<file path="config.mk">
export PLATFORM = sky130hd
export DESIGN_NAME = accel_fifo_port
export DESIGN_NICKNAME = d
export VERILOG_FILES = /design/src/rtl/accel_fifo_pkg.sv /design/src/rtl/sync_fifo.sv /design/src/rtl/accel_fifo_port.sv
export SDC_FILE = /design/constraint.sdc
export NUM_CORES = 2
export LEC_CHECK = 0
export ABC_AREA = 1
export BUFFER_PORTS_ARGS = -buffer_cell sky130_fd_sc_hd__buf_2
export CAP_MARGIN = 20
export CORE_ASPECT_RATIO = 0.6
export CORE_MARGIN = 1
export CORE_UTILIZATION = 60
export CTS_CLUSTER_DIAMETER = 100
export DETAILED_ROUTE_END_ITERATION = 12
export PLACE_DENSITY = 0.85
export SLEW_MARGIN = 0
export SYNTH_ARGS = -nofsm -noshare
export SYNTH_HDL_FRONTEND = slang
export SYNTH_SLANG_ARGS = --single-unit
</file>
<file path="constraint.sdc">
create_clock -name clk -period 9.4 [get_ports clk]
set_clock_uncertainty 0.1 [all_clocks]
set_input_delay 0.47 -clock clk [delete_from_list [all_inputs] [get_ports clk]]
set_output_delay 0.47 -clock clk [all_outputs]
set_load 0.02 [all_outputs]
</file>
<file path="src/rtl/accel_fifo_pkg.sv">
// Shared defaults and sizing helpers for the accelerator FIFO port.
package accel_fifo_pkg;

  localparam int unsigned ACCEL_WIDTH = 128;
  localparam int unsigned ACCEL_DEPTH = 8;

  // Pointer width for a power-of-two depth; the occupancy count is one bit
  // wider so that "full" (count == DEPTH) is representable.
  function automatic int unsigned ptr_width(input int unsigned depth);
    return (depth > 1) ? $clog2(depth) : 1;
  endfunction

endpackage

</file>
<file path="src/rtl/sync_fifo.sv">
// Single-clock FIFO with registered empty/full flags, a registered pop port
// (1-cycle latency, data held between pops) and per-cycle error pulses.
module sync_fifo
  import accel_fifo_pkg::*;
#(
  parameter int unsigned WIDTH = ACCEL_WIDTH,
  parameter int unsigned DEPTH = ACCEL_DEPTH
) (
  input  logic             clk,
  input  logic             reset_n,
  input  logic             push_i,
  input  logic [WIDTH-1:0] push_data_i,
  input  logic             pop_i,
  output logic [WIDTH-1:0] pop_data_o,
  output logic             pop_valid_o,
  output logic             empty_o,
  output logic             full_o,
  output logic             ovf_o,
  output logic             udf_o
);

  localparam int unsigned PW = ptr_width(DEPTH);
  localparam int unsigned CW = PW + 1;

  logic [WIDTH-1:0] mem_q [DEPTH];
  logic [PW-1:0]    wr_ptr_q, wr_ptr_d;
  logic [PW-1:0]    rd_ptr_q, rd_ptr_d;
  logic [CW-1:0]    count_q, count_d;
  logic             empty_q, full_q;
  logic [WIDTH-1:0] data_q;
  logic             valid_q;
  logic             push_ok, pop_ok;

  // Accept decisions use the flags as registered at the edge, so a push
  // while full is dropped even when a pop frees a slot in the same cycle.
  always_comb begin
    push_ok  = push_i & ~full_q;
    pop_ok   = pop_i & ~empty_q;
    wr_ptr_d = push_ok ? wr_ptr_q + PW'(1) : wr_ptr_q;
    rd_ptr_d = pop_ok ? rd_ptr_q + PW'(1) : rd_ptr_q;
    count_d  = count_q;
    case ({push_ok, pop_ok})
      2'b10:   count_d = count_q + CW'(1);
      2'b01:   count_d = count_q - CW'(1);
      default: count_d = count_q;
    endcase
  end

  // Pointers, count, flags and the registered pop port.
  always_ff @(posedge clk or negedge reset_n) begin
    if (!reset_n) begin
      wr_ptr_q <= '0;
      rd_ptr_q <= '0;
      count_q  <= '0;
      empty_q  <= 1'b1;
      full_q   <= 1'b0;
      data_q   <= '0;
      valid_q  <= 1'b0;
    end else begin
      wr_ptr_q <= wr_ptr_d;
      rd_ptr_q <= rd_ptr_d;
      count_q  <= count_d;
      empty_q  <= (count_d == '0);
      full_q   <= (count_d == CW'(DEPTH));
      valid_q  <= pop_ok;
      if (pop_ok) data_q <= mem_q[rd_ptr_q];
    end
  end

  // Storage needs no reset: contents are only reachable through the pointers.
  always_ff @(posedge clk) begin
    if (push_ok) mem_q[wr_ptr_q] <= push_data_i;
  end

  assign pop_data_o  = data_q;
  assign pop_valid_o = valid_q;
  assign empty_o     = empty_q;
  assign full_o      = full_q;
  assign ovf_o       = push_i & full_q;
  assign udf_o       = pop_i & empty_q;

endmodule

</file>
<file path="src/rtl/accel_fifo_port.sv">
// Router <-> accelerator port: TX FIFO (router to accelerator), RX FIFO
// (accelerator to router) and sticky protocol-error flags.
module accel_fifo_port
  import accel_fifo_pkg::*;
#(
  parameter int unsigned WIDTH = ACCEL_WIDTH,
  parameter int unsigned DEPTH = ACCEL_DEPTH
) (
  input  logic             clk,
  input  logic             reset_n,
  input  logic             put_req,
  input  logic [WIDTH-1:0] data_in,
  input  logic             get_req,
  output logic [WIDTH-1:0] data_out,
  output logic             data_out_valid,
  output logic             to_acc_empty,
  output logic             to_acc_full,
  output logic             from_acc_empty,
  output logic             from_acc_full,
  input  logic             acc_rd_req,
  output logic [WIDTH-1:0] acc_rd_data,
  output logic             acc_rd_valid,
  input  logic             acc_wr_req,
  input  logic [WIDTH-1:0] acc_wr_data,
  output logic             err_overflow,
  output logic             err_underflow
);

  logic tx_ovf, tx_udf, rx_ovf, rx_udf;
  logic err_overflow_q, err_underflow_q;

  sync_fifo #(.WIDTH(WIDTH), .DEPTH(DEPTH)) u_tx_fifo (
    .clk         (clk),
    .reset_n     (reset_n),
    .push_i      (put_req),
    .push_data_i (data_in),
    .pop_i       (acc_rd_req),
    .pop_data_o  (acc_rd_data),
    .pop_valid_o (acc_rd_valid),
    .empty_o     (to_acc_empty),
    .full_o      (to_acc_full),
    .ovf_o       (tx_ovf),
    .udf_o       (tx_udf)
  );

  sync_fifo #(.WIDTH(WIDTH), .DEPTH(DEPTH)) u_rx_fifo (
    .clk         (clk),
    .reset_n     (reset_n),
    .push_i      (acc_wr_req),
    .push_data_i (acc_wr_data),
    .pop_i       (get_req),
    .pop_data_o  (data_out),
    .pop_valid_o (data_out_valid),
    .empty_o     (from_acc_empty),
    .full_o      (from_acc_full),
    .ovf_o       (rx_ovf),
    .udf_o       (rx_udf)
  );

  // Error flags latch on any FIFO's error pulse and clear only on reset.
  always_ff @(posedge clk or negedge reset_n) begin
    if (!reset_n) begin
      err_overflow_q  <= 1'b0;
      err_underflow_q <= 1'b0;
    end else begin
      err_overflow_q  <= err_overflow_q | tx_ovf | rx_ovf;
      err_underflow_q <= err_underflow_q | tx_udf | rx_udf;
    end
  end

  assign err_overflow  = err_overflow_q;
  assign err_underflow = err_underflow_q;

endmodule

</file>
==> reports/qor.yml <==
cp_max_fo: 105
power_frac_seq: 0.449
ioPinCount: 526
avgSynthCellArea_sq_um: 14.1
grt_pass1_wl_mm: 351
seq_area_sq_um: 68600
worst_skew_pair.late_latency_ns: 0.85
cts.reportedPaths.clkPinSlew_ns: 0.07
via_per_inst: 6.67
power.internal_mw: 20.4
root_buffer: "clkbuf_16"
grt_pass1_vias: 59800
routedWlPerCell_microns: 26.4
reg2reg_slack_ns: 5.29
postCtsSetupBuffers: 0
yosysTopAreaCellShare: 0.697
cp_slowest_cell: "dfrtp_4"
startpoint_type: "flip-flop"
clkSinkCount: 2332
period_share: 0.438
cts-htree-levels: 4
tns_ns: 0
synth_seq_area_share: 0.777
synth_cells: 6280
yosys.area_share.simple: 0.0802
slew_viol_final: 0
power.share.switching: 0.372
end_kind: "flip-flop"
synth_common_cells: "edfxtp_1 (2,048), nor2_1 (1,052), o21ai_0 (1,028)"
initial_core_util: 0.608
worst_slew_pin_slew_ns: 1.36
hold_buffers: 263
drive_gt1_frac: 0.129
cts_resized: 0
r2r-start: "u_tx_fifo.rd_ptr_q[0]"
design.core.area_sq_um: 145000
synth_cell_types: 28
async_flop_share: 0.122
rows: 108
p_clk_frac: 0.250
placed_cell_area_sq_um: 92000
finalSetupViolCount: 0
synth_top_family_by_area: "compound AO/OA/AOI/OAI gates"
num_vias: 60000
synth_ff_type: "edfxtp_1"
portBuffers: 525
switching_power_mw: 12.1
drt_iter0_markers: 9898
critical_path_buf_inv_count: 2
detailed_place_hpwl_mm: 115
fill_cells: 8473
synth.cell_area_sq_um: 88300
ant_nets: 0
grt_max_degree: 278
final_nets: 7138
synth_area_leaders: "edfxtp_1 (70%), dfrtp_1 (8.0%), o21ai_0 (5.8%)"
r2r-end: "u_tx_fifo.pop_data_o[12]"
worst-setup-path-type: "flip-flop to flip-flop"
combPwrFrac: 0.300
cp.arrival_ns: 4.77
die_width_microns: 497
synthXorXnorAreaFrac: 0.00119
wirelength_mm: 238
crit_chain: "buf_4, buf_4, o21ai_0, o221ai_1, nand3_1, nand2_1"
critPathRequiredTime_ns: 10.06
dp_slack_ns: 5.50
timing.final.crit_period_ns: 4.11
synth_seq_cells: 2332
area_delta_synth_final_pct: 14.5
max_slew_margin: 0.0907
yosys_warnings: 0
synth_compound_area_frac: 0.114
syn_nets: 6550
cts_tree: "yes"
maxCapViolations: 0
crit_family: "buffers and inverters"
synthMuxAreaShare: 0
grt_overflow: 0
die_y_microns: 299
p_per_area_nw_per_um2: 321
design_area_sq_um: 101000
hp-class: "primary input to async pin"
whs_ns: 0.224
cts_buffers: 191
crit_top_cell: "buf_4"
status: "completed"
clock_path_buffers: 3
multiInputGateArea_sq_um: 17500
routabilityCongestion: 0.825
ir_drop_v: 0.000292
clock.fmax_ghz: 0.243
slowest_delay_ns: 1.19
synth_largest_area_cell: "edfxtp_1"
post-synth-top-count-cell: "edfxtp_1"
timing.final.hold_violations: 0
dr.pass1.iters: 10
setup_ws_ns: 5.29
total_leakage_power_nw: 34.9
track_usage: 0.310
final_core_util: 0.696
grt_setup_unrepaired: "false"
synth_edf_count: 2048
design.die.area_sq_um: 149000
r2r_cells: 6
antenna_found_initial: 36
synth_fa_ha_area_frac: 0.00113
drc: 0
## flip-flops by register name, summed over array words and instances, names as in the netlist, 3 cells and up
register	flops
u_tx_fifo.rd_ptr_q	3
u_tx_fifo.pop_data_o	128
u_rx_fifo.pop_data_o	128
u_rx_fifo.count_q	4
u_rx_fifo.mem_q	1024
u_tx_fifo.count_q	4
u_rx_fifo.wr_ptr_q	3
u_tx_fifo.wr_ptr_q	3
u_rx_fifo.rd_ptr_q	3
u_tx_fifo.mem_q	1024
## area by class of cell
class,instances,share of cell area
inverter,32,0.00168
sequential,2332,0.679
tap,1925,0.0238
antenna,35,0.000867
clock buffer,268,0.0533
multi-input combinational,3464,0.173
timing repair buffer,847,0.0594
clock inverter,91,0.00870
## power groups by stage
stage               logic [mW]  registers (mW)  clock network, mW
floorplan                 5.74            15.1                  0
CTS                       9.41            14.5               8.05
finish                    9.74            14.6               8.11
global route              10.4            14.7               8.49
detailed placement        9.17            14.6                  0
global placement          8.71            14.6                  0
## logic make-up after synthesis
logic type	after synthesis
and+or+nand+nor	1818
AOI/OAI and AO/OA	1626
xor gates and xnor gates	12
buffers and inverters	484
adders and majority gates	8
DFF	2332
## metal layers
metal	global-route usage	share of wire	vias up
met5	0	0.00021	-
met4	0.168	0.053	8
met3	0.0610	0.11	912
met2	0.488	0.48	4953
met1	0.414	0.36	29300
li1	-	-	24800
## through the flow
stage	instances	power, mW
after global placement	8333	23.3
after detailed placement	8333	23.8
after CTS	8955	31.9
after floorplan	6280	20.8
after global routing	8990	33.6
final	8994	32.4
## worst max path at each step
stage / depth (start not counted) / slack, ns / startpoint / to
finish: 6 / 5.29 / u_tx_fifo.rd_ptr_q[0] / u_tx_fifo.pop_data_o[12]
global route: 6 / 5.10 / u_tx_fifo.rd_ptr_q[0] / u_tx_fifo.pop_data_o[99]
CTS: 6 / 5.39 / u_tx_fifo.rd_ptr_q[0] / u_tx_fifo.pop_data_o[102]
detailed placement: 6 / 5.50 / u_tx_fifo.rd_ptr_q[0] / u_tx_fifo.pop_data_o[62]
global placement: 6 / 5.73 / u_tx_fifo.rd_ptr_q[0] / u_tx_fifo.pop_data_o[75]
floorplan: 4 / 2.38 / u_rx_fifo.full_o / u_rx_fifo.mem_q[0][0]
## placed cells by master (no fill, tap or decap), types with 76 or more instances in the layout
cell / n
dfrtp_1: 276
o221ai_1: 436
nand2_1: 568
o211ai_1: 76
nand3_1: 194
edfxtp_1: 2048
dlygate4sd3_1: 263
o21ai_0: 1028
o22ai_1: 76
clkbuf_16: 195
buf_2: 524
nor2_1: 1034
Power figures use the tool's default switching activity.
